## config.mk

```make
export PLATFORM = sky130hd
export DESIGN_NAME = clkdiv_ctrl_flat
export DESIGN_NICKNAME = d
export VERILOG_FILES = /design/src/rtl/clkdiv_ctrl_if.sv /design/src/rtl/clkdiv_ctrl.sv /design/src/flat_wrapper.sv
export SDC_FILE = /design/constraint.sdc
export NUM_CORES = 1
export LEC_CHECK = 0
export CORE_MARGIN = 3
export CORE_UTILIZATION = 25
export CTS_CLUSTER_DIAMETER = 30
export CTS_CLUSTER_SIZE = 10
export DETAILED_ROUTE_END_ITERATION = 7
export PLACE_DENSITY_LB_ADDON = 0.15
export SYNTH_ARGS = -nofsm -noshare
export SYNTH_HDL_FRONTEND = slang
export SYNTH_SLANG_ARGS = --single-unit
```

## constraint.sdc

```tcl
create_clock -name clkin -period 3.5 [get_ports clkin]
set_clock_uncertainty 0.2 [all_clocks]
set_input_delay 0.7 -clock clkin [delete_from_list [all_inputs] [get_ports clkin]]
set_output_delay 0.7 -clock clkin [all_outputs]
set_load 0.05 [all_outputs]
```

## src/rtl/clkdiv_ctrl_if.sv

```systemverilog
// Config handshake bundle for the programmable clock-enable divider.
// The sequencer offers a divisor; the divider reports ready and rejections.
interface clkdiv_ctrl_if #(
    parameter int W = 8
);
    logic         cfg_valid;
    logic [W-1:0] cfg_div;
    logic         cfg_ready;
    logic         cfg_err;

    modport master (
        output cfg_valid,
        output cfg_div,
        input  cfg_ready,
        input  cfg_err
    );

    modport slave (
        input  cfg_valid,
        input  cfg_div,
        output cfg_ready,
        output cfg_err
    );
endinterface

```

## src/rtl/clkdiv_ctrl.sv

```systemverilog
// Runtime-programmable clock-enable divider.
// New divisors are applied only at a period boundary, so no runt periods.
module clkdiv_ctrl #(
    parameter int W       = 8,
    parameter int DEF_DIV = 2
) (
    input  logic         clkin,
    input  logic         rst_n,
    input  logic         en,
    clkdiv_ctrl_if.slave cfg,
    output logic         clkout,
    output logic         tick,
    output logic [W-1:0] cur_div,
    output logic         busy
);
    typedef enum logic [1:0] {
        IDLE = 2'd0,
        RUN  = 2'd1,
        PEND = 2'd2
    } state_t;

    state_t       state;
    state_t       state_nx;
    logic [W-1:0] count;
    logic [W-1:0] pend_div;
    logic         err_q;
    logic         acc;
    logic         good;
    logic         bad;
    logic         wrap;
    logic         running;

    assign acc  = cfg.cfg_valid & cfg.cfg_ready;
    assign good = acc & (cfg.cfg_div >= W'(2));
    assign bad  = acc & (cfg.cfg_div <  W'(2));
    assign wrap = (count == cur_div - 1'b1);

    always_ff @(posedge clkin) begin
        if (!rst_n) begin
            state <= IDLE;
        end else begin
            state <= state_nx;
        end
    end

    always_comb begin
        state_nx = state;
        unique case (state)
            IDLE: begin
                if (en) state_nx = RUN;
            end
            RUN: begin
                if (good && !wrap)   state_nx = PEND;
                else if (wrap && !en) state_nx = IDLE;
            end
            PEND: begin
                if (wrap) state_nx = en ? RUN : IDLE;
            end
            default: state_nx = IDLE;
        endcase
    end

    // A divisor accepted mid-period is parked in pend_div until the wrap.
    always_ff @(posedge clkin) begin
        if (!rst_n) begin
            count    <= '0;
            cur_div  <= W'(DEF_DIV);
            pend_div <= '0;
            err_q    <= 1'b0;
        end else begin
            err_q <= bad;
            unique case (state)
                IDLE: begin
                    count <= '0;
                    if (good) cur_div <= cfg.cfg_div;
                end
                RUN: begin
                    count <= wrap ? '0 : count + 1'b1;
                    if (good && wrap)  cur_div  <= cfg.cfg_div;
                    if (good && !wrap) pend_div <= cfg.cfg_div;
                end
                PEND: begin
                    count <= wrap ? '0 : count + 1'b1;
                    if (wrap) cur_div <= pend_div;
                end
                default: count <= '0;
            endcase
        end
    end

    always_comb begin
        running       = (state != IDLE);
        clkout        = running & (count < (cur_div >> 1));
        tick          = running & (count == '0);
        busy          = running;
        cfg.cfg_ready = (state != PEND);
        cfg.cfg_err   = err_q;
    end
endmodule

```

## src/flat_wrapper.sv

```systemverilog
// flat-port wrapper written by rule: the top's interface ports become plain ports
module clkdiv_ctrl_flat 
#(
    parameter int W       = 8,
    parameter int DEF_DIV = 2
)
  (clkin, rst_n, en, clkout, tick, cur_div, busy, cfg_cfg_valid, cfg_cfg_div, cfg_cfg_ready, cfg_cfg_err);
  clkdiv_ctrl_if #(.W(W)) cfg_i ();
  input  logic clkin;
  input  logic rst_n;
  input  logic en;
  output logic clkout;
  output logic tick;
  output logic [W-1:0] cur_div;
  output logic busy;
  input wire logic [$bits(cfg_i.cfg_valid)-1:0] cfg_cfg_valid;
  input wire logic [$bits(cfg_i.cfg_div)-1:0] cfg_cfg_div;
  output wire logic [$bits(cfg_i.cfg_ready)-1:0] cfg_cfg_ready;
  output wire logic [$bits(cfg_i.cfg_err)-1:0] cfg_cfg_err;
  assign cfg_i.cfg_valid = cfg_cfg_valid;
  assign cfg_i.cfg_div = cfg_cfg_div;
  assign cfg_cfg_ready = cfg_i.cfg_ready;
  assign cfg_cfg_err = cfg_i.cfg_err;
  clkdiv_ctrl #(.W(W), .DEF_DIV(DEF_DIV)) u_core (.clkin(clkin), .rst_n(rst_n), .en(en), .cfg(cfg_i), .clkout(clkout), .tick(tick), .cur_div(cur_div), .busy(busy));
endmodule
```

### Word-level counts from Yosys, hierarchy flattened

Index checks and enable logic that the tools add are counted.

| operators by class | value |
|---|---|
| muxes and demuxes | 10 |
| shift operators | 0 |
| $mul | 0 |
| order comparisons | 3 |
| bitwise operators | 7 |
| reduce and logical (&&, ||, !) cells | 14 |
| $add $sub $neg | 2 |
| equality and inequality tests | 9 |
| div/mod/pow operators | 0 |

Operators with widths:

| operator | number |
|---|---|
| $mux 8 | 3 |
| $pmux 8 s3 | 1 |
| $add 8x1->8 const B | 1 |
| $eq 8x8->1 | 1 |
| $ge 8x2->1 const B | 1 |
| $logic_not 8->1 | 1 |
| $lt 8x2->1 const B | 1 |
| $lt 8x7->1 | 1 |
| $mux 2 | 4 |
| $sub 8x1->8 const B | 1 |
| $ne 2x1->1 const B | 3 |
| $pmux 2 s3 | 1 |
| $and 1x1->1 | 5 |
| $ne 2x2->1 const B | 2 |
| $reduce_and 4->1 | 1 |
| $logic_and 1x1->1 | 3 |
| $ne 3x1->1 const B | 1 |
| $reduce_and 3->1 | 1 |
| $reduce_bool 3->1 | 1 |
| $reduce_or 3->1 | 1 |
| $eq 2x1->1 const B | 1 |
| $eq 2x2->1 const B | 1 |
| $logic_not 1->1 | 2 |
| $logic_not 2->1 | 1 |
| 5 further kinds | 6 |

| word-level totals | value |
|---|---|
| memory bits (writable) | 0 |
| register bits | 27 |
| bits in read-only memories | 0 |
| output and inout port bits | 13 |
| memories | 0 |
| bits in latches | 0 |

### Longest topological paths before layout

Gate-level depths: netlist (run 1).

| logic depth | value |
|---|---|
| word-level depth | 6 |
| mapped depth | 11 |

### Least setup slack after synthesis (run 1)

Ideal clock, no wire load.

| timing | value |
|---|---|
| path type | register to output |
| from | reg u_core.cur_div[2] |
| to | out clkout |
| slack | -1.853 ns |
| arrival time | 4.453 ns |
| data required time | 2.600 ns |
| cell stages (with the launch flop) | 9 |
| path buffers | 0 |
| cells stage by stage | dfxtp_1 > inv_1 > ha_1 > a21o_1 > a21o_1 > a21o_1 > a21o_1 > a21o_1 > a2111oi_0 |

| between the ends | value |
|---|---|
| word-level cells in the longest chain between the ends | 2 |

Ends and longest elaborated chain:

| item | line | text |
|---|---|---|
| start: declaration | clkdiv_ctrl.sv:13 | `output logic [W-1:0] cur_div,` |
| start signal: assignment | clkdiv_ctrl.sv:67 | `cur_div <= W'(DEF_DIV);` |
| start signal: assignment | clkdiv_ctrl.sv:75 | `if (good) cur_div <= cfg.cfg_div;` |
| start signal: assignment | clkdiv_ctrl.sv:79 | `if (good && wrap) cur_div <= cfg.cfg_div;` |
| $lt 8x7->1 | clkdiv_ctrl.sv:93 | `clkout = running & (count < (cur_div >> 1));` |
| $and 1x1->1 | clkdiv_ctrl.sv:93 |  |
| end: declaration | flat_wrapper.sv:12 | `output logic clkout;` |

No other way between the ends.

### Final worst setup path (run 1)

Ends and elaborated chain as after synthesis.

==> results of run 1 <==
-- cell usage in the layout (no fill, tap or decap), drive strengths merged, types with 6 or more instances in the layout --
cell	synthesis	final
a211oi	16	16
dfxtp	27	27
nand2	13	13
ha	13	13
nor2	14	14
clkdlybuf4s50	0	23
buf	2	11
a21o	6	6
inv	16	16
xor2	8	8
nand3	7	7
a21oi	14	14
nor2b	7	7
o21ai	10	10
xnor2	7	7
-- flip-flops by register name, summed over array words and instances, names as in the netlist --
register,count
u_core.count,8
u_core.cur_div,8
u_core.pend_div,8
u_core.state,2
u_core.cfg.cfg_err,1
-- cell families after synthesis --
group | Yosys count
DFF | 27
and+or+nand+nor | 63
muxes | 3
AOI/OAI and AO/OA | 55
adders and majority gates | 13
xor gates and xnor gates | 15
buffers and inverters | 25
-- worst register-to-register path, cell delays in order, from the launching register on --
cell	delay (ps)
dfxtp_1	490
inv_1	120
ha_1	330
o21bai_1	200
a211oi_1	260
o21bai_1	120
a211oi_2	430
mux2i_1	200
or4b_1	490
a21oi_1	150
-- repair_timing --
action	4_1_cts	5_1_grt
resized for setup	0	1
setup buffers	0	1
endpoints found under the setup margin	0	1
-- stage by stage --
stage / util [%] / area (um^2) / hold WS [ps]
3_5_place_dp: 32.4 / 2080 / 271
4_1_cts: 33.1 / 2130 / 286
6_report: 33.3 / 2140 / 284
5_1_grt: 33.3 / 2140 / 319
3_3_place_gp: 32.4 / 2080 / 268
2_1_floorplan: - / 1700 / 250
-- final cells by class --
class | instances | area [um^2] | area share (%)
Timing Repair Buffer | 34 | 325 | 15.2
Inverter | 17 | 63.8 | 2.98
Clock buffer | 3 | 41.3 | 1.93
Tap cell | 77 | 96.3 | 4.51
Sequential cell | 27 | 544 | 25.5
Clock inverter | 1 | 5.00 | 0.234
Multi-Input combinational cell | 149 | 1060 | 49.7
-- path summary, 6_finish.rpt --
path                                    startpoint            endpoint
worst max-delay path             u_core.cur_div[2]              clkout
worst min-delay path            u_core.pend_div[5]  u_core.pend_div[5]
worst max register to register   u_core.cur_div[0]     u_core.state[1]
worst min register to register  u_core.pend_div[5]  u_core.pend_div[5]
-- power breakdown --
part	total, uW	internal (uW)	switching [uW]
clock	180	79.8	99.9
sequential	406	355	50.5
combinational	717	294	422
total	1300	729	573
-- routing by layer --
layer  up-vias  wire length (um)  GRT usage [%]
met5         -                 0              0
met4         0                23           2.51
met3         2               115           2.26
met2        27              1840           19.2
met1       655              2200           16.5
li1        775                 -              -
==> flow_summary_export.csv, run 1 <==
group,metric,value,unit
status,outcome,"completed",
sta,hold_violations,0,
cells_and_area,area_growth,27.3,%
synth,synth_top_area_share,32.2,%
critical_path,r2r_cells,9,
sta,setup_viol,0,
placement,io_buffers,24,
critical_path,startpoint_type,"register",
detailed_routing,dr.pass1.iters,4,
synth,yosys_warnings,0,
detailed_routing,wirelength,4190,um
sta,fin_ws,176,ps
critical_path,r2r_setup_slack,430,ps
clock_network,root_buffer,"clkbuf_8",
synth,synth-compound-area-share,21.8,%
critical_path,crit_top_cell,"a21o_1",
synth,synth_cell_type_count,41,
critical_path,max_stage_delay,430,ps
synth,synth_top_cell_by_area,"dfxtp_1",
grt,antenna_found_initial,0,
critical_path,path_buf_inv,2,
die,initial_utilization,26.2,%
critical_path,critPathKind,"reg2out",
critical_path,path_delay_family,"compound AO/OA/AOI/OAI gates",
critical_path,slowest_stage,"a2111oi_4",
die,die_y,88.0,um
synth,netlist_instances,201,
sta,finalMaxSlewViolations,0,
pwr,ir_worst_vdd,0.263,mV
detailed_routing,ant_nets,0,
synth,synth-xor-area-share,7.82,%
synth,synthTopCellsByCount,"dfxtp_1 (27), inv_1 (16), a211oi_1 (15)",
grt,gr-total-overflow,0,
synth,synth_area_leaders,"dfxtp_1 (32%), ha_1 (9.7%), a211oi_1 (6.7%), a21oi_1 (4.2%), xor2_1 (4.2%)",
die,io_pins,25,
grt,grt_pass1_wl,7250,um
sta,max_freq,301,MHz
clock_network,htreeDepth,1,
grt,first_global_vias,1468,
run,max-cap-violations,0,
cells_and_area,layout.nets,257,
sta,fin_crit_sh,95.0,%
critical_path,cp_max_fo,2,
die,die_x,88.0,um
clock_network,clk_pin_slew,90,ps
synth,muxShareOfSynthArea,1.86,%
synth,yosysMostFrequentCell,"dfxtp_1",
grt,grt_start_max_net_pins,19,
pwr,powerDensity,609,mW/mm^2
critical_path,path_depth,9,
die,core,0.00642,mm^2
sta,setup_tns,0,ps
critical_path,worst_ep_required_time,2600,ps
clock_network,cts_buffers,3,
synth,synth_fp_nets,226,
synth,synthSimpleGateAreaFrac,20.9,%
cells_and_area,diodes,0,
detailed_routing,avgViaCountPerCell,4.74,
synth,synthFlopType,"dfxtp_1",
detailed_routing,drt_iter0_markers,43,
die,fp.dieArea,0.00774,mm^2
placement,preCtsSetupSlack,273,ps
sta,tightest_slew,512,ps
grt,gr-usage-all-layers,11.9,%
clock_network,cts_tree,"built",
sta,layout_min_cycle_time,3320,ps
cells_and_area,final_layout_size_suffix_gt1_share,9.09,%
synth,synth_top_family_by_area,"compound AO/OA/AOI/OAI gates",
die,rows,29,
detailed_routing,remaining_drc_errors,0,
pwr,p_leak,0.000834,uW
detailed_routing,wl_per_cell,13.6,um
synth,synth_edf_count,0,
clock_network,cts_hold_buffers,0,
critical_path,worstSetupEndpointType,"primary output",
critical_path,cp.arrival,2420,ps
clock_network,insertion_delay,270,ps
synth,yosys.area_share.adder,9.68,%
synth,synth_seq_area_share,32.2,%
synth,avgSynthCellArea,8.36,um^2
placement,place_congestion,0.755,
detailed_routing,vias,1459,
synth,netlist_area,0.00168,mm^2
synth,yosys_register_bits,27,
placement,dp.cells,303,
cells_and_area,fill_cells,657,
hold_path,hold-path-cell-count,2,
synth,async_flop_share,0,%
sta,rsz0062_at_grt,"false",
clock_network,clockBufferDepth,2,
pwr,finalPower,1300,uW
clock_network,cts.sinks,27,
hold_path,hp-class,"reg2reg",
cells_and_area,final_cells,308,
critical_path,worstPathCellList,"inv_1 > ha_1 > a21o_1 > a21o_1 > a21o_1 > a21o_1 > a21o_1 > a2111oi_4 > buf_12",
placement,hpwl,3200,um
sta,max-slew-margin-rel,65.6,%
Power figures use the tool's default switching activity.
==> run 2: changes to the inputs <==
--- a/config.mk
+++ b/config.mk
@@ -10,6 +10,7 @@
 export CTS_CLUSTER_DIAMETER = 30
 export CTS_CLUSTER_SIZE = 10
 export DETAILED_ROUTE_END_ITERATION = 7
+export HOLD_SLACK_MARGIN = 0.1
 export PLACE_DENSITY_LB_ADDON = 0.15
 export SYNTH_ARGS = -nofsm -noshare
 export SYNTH_HDL_FRONTEND = slang
==> results of run 2 <==
No change in the layout: final DEF, timing and power equal those of run 1.
==> run 3: changes to the inputs <==
==> constraint.sdc (replaced) <==
create_clock -name clkin -period 3.5 [get_ports clkin]
set_clock_uncertainty 0.2 [all_clocks]
set_input_delay 0.7 -clock clkin [delete_from_list [all_inputs] [get_ports clkin]]
set_output_delay 0.7 -clock clkin [all_outputs]
set_load 0.1 [all_outputs]
==> flow_summary_export.csv, run 3 (synthesis gave the netlist of run 1 again) <==
group,metric,value,unit
sta,fin_crit_sh,92.2,%
pwr,powerDensity,687,mW/mm^2
die,fp.dieArea,0.00774,mm^2
sta,finalMaxSlewViolations,0,
cells_and_area,final_common_cell,"dfxtp_1",
sta,max_freq,310,MHz
grt,grt_start_max_net_pins,20,
clock_network,cts_resized,0,
detailed_routing,dr.pass1.iters,4,
die,io_pins,25,
die,die_y,88.0,um
die,rows,29,
critical_path,worstSetupEndpointType,"primary output",
cells_and_area,finalInstanceArea,0.00211,mm^2
clock_network,cts_hold_buffers,0,
sta,setup_viol,0,
run,max-cap-violations,0,
detailed_routing,avgViaCountPerCell,4.78,
placement,placed_cell_area,0.00206,mm^2
grt,first_global_vias,1321,
sta,setup_tns,0,ps
critical_path,cp.arrival,2330,ps
grt,grt_pass1_wl,7060,um
sta,rsz0062_at_grt,"false",
detailed_routing,vias,1458,
detailed_routing,wl_per_cell,13.7,um
cells_and_area,area_growth,25.5,%
placement,place_congestion,0.743,
hold_path,hp-class,"reg2reg",
critical_path,crit_top_cell,"a21o_1",
cells_and_area,biggestRegsByFlops,"u_core.count: 8 flops, u_core.cur_div: 8 flops, u_core.pend_div: 8 flops",
critical_path,r2r_cells,9,
cells_and_area,final_cell_mix,"dfxtp_1 (21), buf_4 (19), inv_1 (15), a211oi_1 (15)",
critical_path,cp-endpoint,"clkout",
die,core,0.00642,mm^2
pwr,pwr-share-seq,29.6,%
detailed_routing,drt_iter0_markers,30,
placement,io_buffers,24,
critical_path,cp_max_fo,8,
cells_and_area,final_layout_size_suffix_gt1_share,15.8,%
critical_path,worst_ep_required_time,2600,ps
pwr,power_frac_clock,12.3,%
detailed_routing,wirelength,4170,um
cells_and_area,diodes,0,
sta,tightest_slew,707,ps
sta,max-slew-margin-rel,52.9,%
clock_network,cts_tree,"built",
critical_path,crit-reg2reg-capture,"u_core.state[1]",
status,outcome,"completed",
clock_network,insertion_delay,270,ps
clock_network,clockBufferDepth,2,
critical_path,critPathKind,"reg2out",
grt,antenna_found_initial,0,
detailed_routing,remaining_drc_errors,0,
placement,hpwl,3210,um
clock_network,clk_pin_slew,90,ps
grt,gr-usage-all-layers,11.8,%
critical_path,max_stage_delay,410,ps
pwr,p_leak,0.000834,uW
pwr,power_switching,734,uW
die,initial_utilization,26.2,%
pwr,combPwrFrac,58.1,%
clock_network,cts.sinks,27,
clock_network,postCtsSetupRepairBufs,0,
sta,layout_min_cycle_time,3230,ps
detailed_routing,ant_nets,0,
grt,gr-total-overflow,0,
pwr,swShare,50.6,%
critical_path,startpoint_type,"register",
cells_and_area,layout.nets,254,
critical_path,worstPathCellList,"inv_2 > ha_4 > a21o_1 > a21o_1 > a21o_1 > a21o_1 > a21o_1 > a2111oi_4 > buf_12",
pwr,ir_worst_vdd,0.381,mV
clock_network,htreeDepth,1,
clock_network,root_buffer,"clkbuf_8",
sta,hold_violations,0,
critical_path,slowest_stage,"dfxtp_4",
critical_path,reg2reg_from,"u_core.cur_div[0]",
critical_path,startpoint,"u_core.cur_div[2]",
critical_path,r2r_setup_slack,380,ps
clock_network,cts_buffers,3,
pwr,p_int,715,uW
die,die_x,88.0,um
[run 3: worst max-delay path, delay by kind of cell, from the launching register on]
kind	cells	cell delay (ps)
compound gates	6	1170
flops	1	410
buf+inv	2	280
fa+ha+maj	1	200
[run 3: cell type report]
type | count | area (um^2)
fillers | 691 | 4310
repair buffers | 31 | 273
multi-input cells | 149 | 1070
inverters | 17 | 63.8
clock buffers | 4 | 45.0
well taps | 77 | 96.3
flip-flops and latches | 27 | 556
[run 3: power by group through the flow]
stage	registers [uW]	logic [uW]	clock network [uW]
global route	439	914	204
global placement	438	847	0
floorplan	607	462	0
CTS	430	847	190
detailed placement	437	846	0
finish	428	842	178
[run 3: how the worst min path moves through the flow]
stage	end	startpoint	cells after the start	slack [ps]
2_1_floorplan	u_core.pend_div[1]	u_core.pend_div[1]	2	250
3_3_place_gp	u_core.pend_div[1]	u_core.pend_div[1]	2	270
3_5_place_dp	u_core.pend_div[6]	u_core.pend_div[6]	2	270
4_1_cts	u_core.pend_div[6]	u_core.pend_div[6]	2	280
5_1_grt	u_core.pend_div[3]	u_core.pend_div[3]	2	310
6_report	u_core.pend_div[6]	u_core.pend_div[6]	2	280
[run 3: metrics by stage]
stage | hold slack [ps] | total power [uW] | cells | worst slack [ps] | utilization [%]
finish | 278 | 1450 | 305 | 272 | 32.8
global route | 311 | 1560 | 305 | 90.0 | 32.8
CTS | 284 | 1470 | 305 | 219 | 32.8
detailed placement | 270 | 1280 | 301 | 215 | 32.1
global placement | 265 | 1290 | 301 | 258 | 32.1
floorplan | 250 | 1070 | 201 | -153 | -
[run 3: layer usage]
metal / part of all wire [%] / wire [um] / track usage, %
met5: 0 / 0 / 0
met3: 4.2 / 177 / 1.88
met4: 0.91 / 38 / 3.35
met2: 42 / 1770 / 17.3
met1: 52 / 2190 / 17.7
==> edit (flow settings as in run 1) <==
`W` is set to 8 in 3 places; all go to 10.
--- a/src/rtl/clkdiv_ctrl_if.sv
+++ b/src/rtl/clkdiv_ctrl_if.sv
@@ -3,3 +3,3 @@
 interface clkdiv_ctrl_if #(
-    parameter int W = 8
+    parameter int W = 10
 );
--- a/src/rtl/clkdiv_ctrl.sv
+++ b/src/rtl/clkdiv_ctrl.sv
@@ -3,3 +3,3 @@
 module clkdiv_ctrl #(
-    parameter int W       = 8,
+    parameter int W       = 10,
     parameter int DEF_DIV = 2
--- a/src/flat_wrapper.sv
+++ b/src/flat_wrapper.sv
@@ -3,3 +3,3 @@
 #(
-    parameter int W       = 8,
+    parameter int W       = 10,
     parameter int DEF_DIV = 2
Interface: changed (resized cfg_cfg_div and cur_div); port bits go from 25 to 29. The function was not compared with the original's and may differ.
==> edit against run 1 <==
Sequential cell count is 6 higher. Sequential power is 40% higher. Via count is 22% higher. Wire length is 28% higher. Sequential share of layout area is 0.77 points lower. Maximum frequency is 2.3% lower. Die area is 26% higher. Synthesized area is 28% higher. Power is 65% higher. Global-route usage is 0.44 points lower. Setup slack worse by 0.080 ns. Design area is 25% higher.
==> edit: results <==
group,metric,value,unit
clocking,worst_path_clk_slew,0.07,ns
layout,drive_above_1_share,10.55,%
placement,hpwl,4.174,mm
global_routing,grt_start_max_net_pins,27,
synthesis,synthAdderAreaFrac,8.706,%
worst_setup_path,critical_path.max_stage_delay,0.80,ns
drt,routedWlPerCell,14.13,um
synthesis,post_synth_num_cell_types,49,
synthesis,synthXorXnorAreaFrac,8.125,%
sta,timing.slew.headroom,59.41,%
layout,post_layout_nets,303,
drt,first_iter_violations,59,
run_status,status,"completed",
worst_setup_path,worst_path_max_delay_cell,"clkdlybuf4s50_1",
synthesis,synth-compound-area-share,11.72,%
layout,layout.filler_cells,896,
worst_setup_path,rr_endpoint,"u_core.pend_div[3]",
placement,place_congestion,0.8246,
worst_setup_path,regToRegSetupSlack,0.48,ns
global_routing,grt_pass1_vias,1776,
synthesis,ys_seq_area_share,30.64,%
sta,fmax,0.2938,GHz
synthesis,yosys-mux-area-fraction,10.39,%
global_routing,track_usage,11.44,%
power_and_ir_drop,p_leak,0.001039,uW
synthesis,synthesized_net_count,273,
clocking,cts_made_buffers,5,
placement,port-buffer-count,28,
worst_setup_path,setup.worst_path.start,"u_core.state[0]",
worst_setup_path,cp_max_fo,4,
global_routing,groute.layer.met2.usage,18.08,%
placement,detailedPlace.worstSlack,0.3745,ns
global_routing,grt_pass1_wl,9.087,mm
worst_setup_path,cp-endpoint,"tick",
synthesis,synth_top_cells_by_count,"dfxtp_1, mux2i_1, nor2_1",
[edit: cell types whose count changed after synthesis, sizes merged, moves of 3 or more]
cell,run 1,this run
a211oi,16,3
a21oi,14,5
a31oi,0,3
and3,2,10
buf,2,5
dfxtp,27,33
mux2i,2,22
nand2,13,9
nand3,7,18
nor2,14,19
nor2b,7,12
o21ai,10,14
xor2,8,13
[edit: layout make-up]
cell class | count | area share [%]
Clock buffer | 6 | 3.080
Clock inverter | 2 | 1.400
Inverter | 17 | 2.380
Multi-Input combinational cell | 184 | 51.33
Sequential cell | 33 | 24.69
Tap cell | 105 | 4.900
Timing Repair Buffer | 33 | 12.23
[edit: logic make-up (layout without fill, tap and decap cells)]
family | after synthesis | in the layout
buf+inv | 27 | 58
xor+xnor | 20 | 20
simple gates | 91 | 91
fa+ha+maj | 15 | 15
mux | 22 | 22
compound gates | 36 | 36
flops | 33 | 33
[edit: per-stage QoR]
stage / hold slack, ns / cell area (um2) / instances / util (%) / total power, uW
5_1_grt: 0.3459 / 2681 / 380 / 32.31 / 2313
4_1_cts: 0.3201 / 2680 / 380 / 32.29 / 2181
3_5_place_dp: 0.3001 / 2560 / 372 / 30.85 / 1789
6_report: 0.3175 / 2681 / 380 / 32.31 / 2151
3_3_place_gp: 0.2934 / 2560 / 372 / 30.85 / 1794
2_1_floorplan: 0.2655 / 2162 / 244 / - / 1443
[edit: per-layer routing]
layer / vias up / wire length (um)
met5: - / 0
met4: 0 / 80
met3: 6 / 234
met2: 36 / 2435
met1: 829 / 2621
li1: 912 / -
[edit: worst min path at each step]
stage,slack [ns],depth (start not counted),to,start
3_5_place_dp,0.30,2,u_core.pend_div[1],u_core.pend_div[1]
4_1_cts,0.32,2,u_core.pend_div[1],u_core.pend_div[1]
2_1_floorplan,0.27,1,u_core.count[0],u_core.count[0]
6_report,0.32,2,u_core.state[1],u_core.state[1]
3_3_place_gp,0.29,2,u_core.pend_div[1],u_core.pend_div[1]
5_1_grt,0.35,2,u_core.state[1],u_core.state[1]
[edit: worst max-delay path: cells and delay by family, from the launching register on]
| kind | cells | cell delay [ns] |
|---|---|---|
| simple gates | 2 | 0.71 |
| flops | 1 | 0.40 |
| fa+ha+maj | 1 | 0.23 |
| buf+inv | 2 | 0.88 |
[edit: what timing repair did]
item | in CTS | in global routing
setup endpoints to repair | 0 | 1
buffers inserted | 0 | 0
gates resized for setup | 0 | 1
hold buffers | 0 | 0
[edit: power by group]
| group | switching (uW) | internal (uW) |
|---|---|---|
| sequential | 112 | 458 |
| clock | 146 | 232 |
| combinational | 724 | 480 |
| total | 982 | 1170 |
